## src/rtl/seven_segment_decoder.sv

```systemverilog
// Receive-side monitor for a 2-digit multiplexed active-low seven-segment bus.
// Rebuilds the displayed hex byte and flags bad patterns and a stalled display.
// Optional build macro SEVSEG_DEC_CHANGE_ONLY_EN: a word equal to the current one does not pulse word_valid.
module seven_segment_decoder #(
   parameter int WIDTH   = 8,
   parameter int SETTLE  = 4,
   parameter int TIMEOUT = 2_000_000
) (
   input  logic             clk,
   input  logic             reset,
   input  logic [6:0]       seg,
   input  logic [7:0]       anode_activate,
   output logic [WIDTH-1:0] word,
   output logic             word_valid,
   output logic             pattern_err,
   output logic             stale
);

   localparam int CW = $clog2(SETTLE + 1);
   localparam int TW = $clog2(TIMEOUT + 1);
   localparam logic [CW-1:0] SETTLE_C  = CW'(SETTLE);
   localparam logic [CW-1:0] CAP_AT    = CW'(SETTLE - 1);
   localparam logic [TW-1:0] TIMEOUT_C = TW'(TIMEOUT);

   logic [14:0]      sync1_q, sync2_q, prev_q;
   logic [CW-1:0]    stab_q, stab_d;
   logic             cap;
   logic [7:0]       anode_s;
   logic [6:0]       lit_s;
   logic             glyph_hit;
   logic [3:0]       glyph_nib;
   logic [3:0]       hold_h_q, hold_h_d, hold_l_q, hold_l_d;
   logic             flag_h_q, flag_h_d, flag_l_q, flag_l_d;
   logic             publish, pulse, perr_d;
   logic [WIDTH-1:0] new_word, word_q, word_d;
   logic             wv_q, perr_q;
   logic [TW-1:0]    to_q, to_d;
   logic             stale_q, stale_d;

   assign anode_s = sync2_q[14:7];
   assign lit_s   = ~sync2_q[6:0];

   // Capture fires on the single cycle the stability count steps onto SETTLE.
   always_comb begin
      stab_d = stab_q;
      cap    = 1'b0;
      if (sync2_q != prev_q) begin
         stab_d = '0;
      end else if (stab_q != SETTLE_C) begin
         stab_d = stab_q + CW'(1);
         cap    = (stab_q == CAP_AT);
      end
   end

   always_comb begin
      glyph_hit = 1'b1;
      glyph_nib = 4'h0;
      case (lit_s)
         7'h7E:   glyph_nib = 4'h0;
         7'h30:   glyph_nib = 4'h1;
         7'h6D:   glyph_nib = 4'h2;
         7'h79:   glyph_nib = 4'h3;
         7'h33:   glyph_nib = 4'h4;
         7'h5B:   glyph_nib = 4'h5;
         7'h5F:   glyph_nib = 4'h6;
         7'h70:   glyph_nib = 4'h7;
         7'h7F:   glyph_nib = 4'h8;
         7'h7B:   glyph_nib = 4'h9;
         7'h77:   glyph_nib = 4'hA;
         7'h1F:   glyph_nib = 4'hB;
         7'h4E:   glyph_nib = 4'hC;
         7'h3D:   glyph_nib = 4'hD;
         7'h4F:   glyph_nib = 4'hE;
         7'h47:   glyph_nib = 4'hF;
         default: glyph_hit = 1'b0;
      endcase
   end

   always_comb begin
      hold_h_d = hold_h_q;
      hold_l_d = hold_l_q;
      flag_h_d = flag_h_q;
      flag_l_d = flag_l_q;
      perr_d   = 1'b0;
      publish  = 1'b0;
      if (cap) begin
         case (anode_s)
            8'hFE: begin
               if (glyph_hit) begin
                  hold_h_d = glyph_nib;
                  flag_h_d = 1'b1;
               end else begin
                  flag_h_d = 1'b0;
                  perr_d   = 1'b1;
               end
            end
            8'hFD: begin
               if (glyph_hit) begin
                  hold_l_d = glyph_nib;
                  flag_l_d = 1'b1;
               end else begin
                  flag_l_d = 1'b0;
                  perr_d   = 1'b1;
               end
            end
            8'hFF: begin
            end
            default: begin
               perr_d   = 1'b1;
               flag_h_d = 1'b0;
               flag_l_d = 1'b0;
            end
         endcase
      end
      if (flag_h_d && flag_l_d) begin
         publish  = 1'b1;
         flag_h_d = 1'b0;
         flag_l_d = 1'b0;
      end
   end

   assign new_word = WIDTH'({hold_h_d, hold_l_d});
   assign word_d   = publish ? new_word : word_q;

`ifdef SEVSEG_DEC_CHANGE_ONLY_EN
   logic first_q;

   assign pulse = publish && (first_q || (new_word != word_q));

   always_ff @(posedge clk or negedge reset) begin
      if (!reset) begin
         first_q <= 1'b1;
      end else if (publish) begin
         first_q <= 1'b0;
      end
   end
`else
   assign pulse = publish;
`endif

   // Any publish (pulsed or not) restarts the stale timer and wins over expiry.
   always_comb begin
      to_d    = to_q;
      stale_d = stale_q;
      if (publish) begin
         to_d    = '0;
         stale_d = 1'b0;
      end else if (to_q != TIMEOUT_C) begin
         to_d = to_q + TW'(1);
         if (to_d == TIMEOUT_C) begin
            stale_d = 1'b1;
         end
      end
   end

   always_ff @(posedge clk or negedge reset) begin
      if (!reset) begin
         sync1_q  <= '0;
         sync2_q  <= '0;
         prev_q   <= '0;
         stab_q   <= '0;
         hold_h_q <= '0;
         hold_l_q <= '0;
         flag_h_q <= 1'b0;
         flag_l_q <= 1'b0;
         word_q   <= '0;
         wv_q     <= 1'b0;
         perr_q   <= 1'b0;
         to_q     <= '0;
         stale_q  <= 1'b1;
      end else begin
         sync1_q  <= {anode_activate, seg};
         sync2_q  <= sync1_q;
         prev_q   <= sync2_q;
         stab_q   <= stab_d;
         hold_h_q <= hold_h_d;
         hold_l_q <= hold_l_d;
         flag_h_q <= flag_h_d;
         flag_l_q <= flag_l_d;
         word_q   <= word_d;
         wv_q     <= pulse;
         perr_q   <= perr_d;
         to_q     <= to_d;
         stale_q  <= stale_d;
      end
   end

   assign word        = word_q;
   assign word_valid  = wv_q;
   assign pattern_err = perr_q;
   assign stale       = stale_q;

endmodule

```

## config.mk

```make
export PLATFORM = sky130hd
export DESIGN_NAME = seven_segment_decoder
export DESIGN_NICKNAME = d
export VERILOG_FILES = /design/src/rtl/seven_segment_decoder.sv
export SDC_FILE = /design/constraint.sdc
export NUM_CORES = 1
export LEC_CHECK = 0
export ABC_AREA = 1
export CAP_MARGIN = 20
export CORE_AREA = 8 8 127 129
export CTS_BUF_LIST = sky130_fd_sc_hd__clkbuf_4 sky130_fd_sc_hd__clkbuf_8
export CTS_CLUSTER_SIZE = 20
export DETAILED_ROUTE_END_ITERATION = 16
export DIE_AREA = 0 0 135 137
export SYNTH_ARGS = -nofsm -noshare
export SYNTH_HDL_FRONTEND = slang
export SYNTH_SLANG_ARGS = --single-unit
```

## constraint.sdc

```tcl
create_clock -name clk -period 2.15 [get_ports clk]
set_input_delay 0.43 -clock clk [delete_from_list [all_inputs] [get_ports clk]]
set_output_delay 0.43 -clock clk [all_outputs]
set_load 0.1 [all_outputs]
```

==> reports/metrics.yaml <==
cts_buffers: 9
regToRegEndpoint: "word[4]$_DFFE_PN0P_"
grt_max_degree: 44
place_inst: 718
worstPathArrival_ns: 2.22
fill_cells: 1473
setup_viol: 0
yosys.area.top_type_share: 0.537
synth_seq_cells: 90
die_area_um2: 18500
r2r_start: "stab_q[0]$_DFFE_PN0P_"
postRouteAntennaNets: 0
wirelength_mm: 8.56
cts_buffer_depth: 2
clock-root-buffer: "clkbuf_8"
final_cell_count_no_fill: 733
ys_warn_count: 0
cts_max_level: 3
p_leak_nw: 2.40
critPathCaptureType: "flop"
syn_area_um2: 4150
max-slew-margin-rel: 0.614
core_area_um2: 14200
slew_viol_final: 0
gp_congestion: 0.853
reg2reg_depth: 13
powerDensity_nw_per_um2: 649
start_util: 0.292
rows: 44
status: "complete, no violations"
die_h_um: 137
synth_area_per_cell_um2: 8.31
async_flop_share: 1.00
antenna_cells: 0
comb_power_share: 0.046
synth_cell_type_count: 28
ir_worst_vdd_mv: 0.246
synth.area.top_cells: "dfrtp_1 54%, nand2_1 15%, nor2_1 6.2%, inv_1 4.4%, nand3_1 3.5%"
grt_overflow: 0
synth_edf_count: 0
period_needed_ns: 1.96
io_buffers: 27
yosysTopAreaCell: "dfrtp_1"
viasPerCell: 4.41
p_sw_frac: 0.228
ys_top_cells_by_count: "167 x nand2_1, 89 x dfrtp_1, 69 x nor2_1"
finalPower_mw: 3.22
drc: 0
clkLatencyLatePin_ns: 0.37
path_clk_slew_ns: 0.09
worstPathRequired_ns: 2.41
fin_nets: 568
final_hold_viol_count: 0
post-synth-top-count-cell: "nand2_1"
cp-endpoint: "word[4]$_DFFE_PN0P_"
crit_start: "stab_q[0]$_DFFE_PN0P_"
drt_iter0_drc: 145
pin_count: 28
wl_per_cell_um: 11.7
first_global_vias: 3198
antenna_found_initial: 0
netlist_instances: 499
hpwl_mm: 6.37
crit_type: "flop to flop"
seqPwrFrac: 0.549
holdWs_ns: 0.0620
hp-class: "input pin to asynchronous set/reset pin"
reg2reg_setup_slack_ns: 0.19
cp-start-kind: "flop"
drive_above_1_share: 0.138
grt_usage: 0.100
tightestPinTransition_ns: 0.579
num_vias: 3234
chipWidth_um: 135
p_int_mw: 2.49
power.share.clock: 0.405
cts_tree: "done"
fmax_ghz: 0.509
cts.sinks: 90
yosysSeqAreaShare: 0.543
dr.pass1.iters: 4
cp_max_fo: 9
grt_pass1_wl_mm: 15.0
maxCapViolCount: 0
clock_skew_ns: 0.0197
switchingPower_uw: 733
area_delta_synth_final_pct: 19.6
synth-main-ff-cell: "dfrtp_1"
synth.net_count: 522
finalCritPeriodShare: 0.914
==> metal layers <==
metal | part of all wire | track usage | wire length, um | vias to the layer above
met5 | 0 | 0 | 0 | -
met4 | 0.018 | 0.0463 | 157 | 0
met3 | 0.034 | 0.0202 | 287 | 13
met2 | 0.46 | 0.167 | 3960 | 36
met1 | 0.49 | 0.123 | 4160 | 1527
li1 | - | - | - | 1658
==> flip-flops by register name, summed over array words and instances, names as in the netlist <==
register     cells
stale            1
hold_h_q         4
sync2_q         15
word_valid       1
word             8
to_q            21
hold_l_q         4
flag_l_q         1
prev_q          15
pattern_err      1
sync1_q         15
flag_h_q         1
stab_q           3
==> cell type report <==
type / instances / area, um^2 / share of cell area
Multi-Input combinational cell: 349 / 1680 / 0.338
Clock buffer: 10 / 138 / 0.0277
Clock inverter: 5 / 86.3 / 0.0174
Sequential cell: 90 / 2260 / 0.456
Tap cell: 184 / 230 / 0.0464
Timing Repair Buffer: 38 / 348 / 0.0701
Inverter: 57 / 221 / 0.0446
==> cell usage in the layout (no fill, tap or decap), types with 3 or more instances in the layout <==
| cell | n |
|---|---|
| nand4_1 | 16 |
| nand2_4 | 3 |
| clkbuf_8 | 10 |
| inv_1 | 49 |
| nor2_2 | 4 |
| clkdlybuf4s50_1 | 15 |
| o21ai_1 | 4 |
| nand3_1 | 28 |
| nor2_4 | 4 |
| inv_2 | 7 |
| nand2_1 | 167 |
| dfrtp_1 | 82 |
| buf_4 | 21 |
| xnor2_1 | 4 |
| nor3_2 | 3 |
| o21ai_0 | 3 |
| nor2_1 | 67 |
| nor3_1 | 6 |
| dfrtp_2 | 7 |
| ha_1 | 6 |
| nor4_1 | 3 |
| a21oi_1 | 14 |
| xor2_1 | 4 |
==> critical path, stage by stage, from the launching register on <==
cell and delay (ns):
dfrtp_1 0.39, inv_1 0.07, ha_1 0.19, nand2_1 0.11, inv_1 0.09, nor2_2 0.17, nand3_4 0.13, nor2_4 0.15
nand2_2 0.12, nand2_4 0.09, nand2_4 0.07, buf_4 0.17, nand2_1 0.06, o21ai_1 0.05
==> how the worst min path moves through the flow <==
| stage | startpoint | to | slack [ns] |
|---|---|---|---|
| floorplan | reset | flag_h_q$_DFF_PN0_ | 0.13 |
| global placement | sync1_q[11]$_DFF_PN0_ | sync2_q[11]$_DFF_PN0_ | 0.33 |
| detailed placement | sync1_q[11]$_DFF_PN0_ | sync2_q[11]$_DFF_PN0_ | 0.33 |
| CTS | reset | prev_q[7]$_DFF_PN0_ | 0.07 |
| global route | reset | prev_q[7]$_DFF_PN0_ | 0.09 |
| finish | reset | to_q[12]$_DFFE_PN0P_ | 0.06 |
==> through the flow <==
step	setup slack, ns	util	cell area, um^2	TNS (ns)
after floorplan	0.302	-	4150	0
after global placement	0.140	0.330	4690	0
after detailed placement	0.0302	0.330	4690	0
after CTS	0.0126	0.346	4920	0
after global routing	-0.00668	0.349	4960	-0.00668
final	0.185	0.349	4960	0
==> cell families (layout without fill, tap and decap cells) <==
family,after synthesis,in the layout,share of synthesized area
buffers and inverters,60,110,0.0603
XOR/XNOR,8,8,0.0169
AND/OR/NAND/NOR,311,311,0.331
flip-flops,90,90,0.543
AO/OA/AOI/OAI,24,24,0.0308
adder cells (fa/ha/maj),6,6,0.0181
==> power groups by stage <==
stage	logic [mW]	clock network (mW)	registers (mW)
after detailed placement	0.150	0	1.80
after CTS	0.150	1.36	1.77
after global routing	0.172	1.42	1.78
final	0.148	1.30	1.77
after global placement	0.147	0	1.80
after floorplan	0.0636	0	1.79
==> repair_timing <==
action / in CTS / in global routing
setup endpoints to repair: 0 / 31
hold buffers: 0 / 0
setup buffers: 0 / 0
gates resized for setup: 0 / 17
endpoints found under the hold margin: 0 / 0
(Power assumes the default switching activity.)
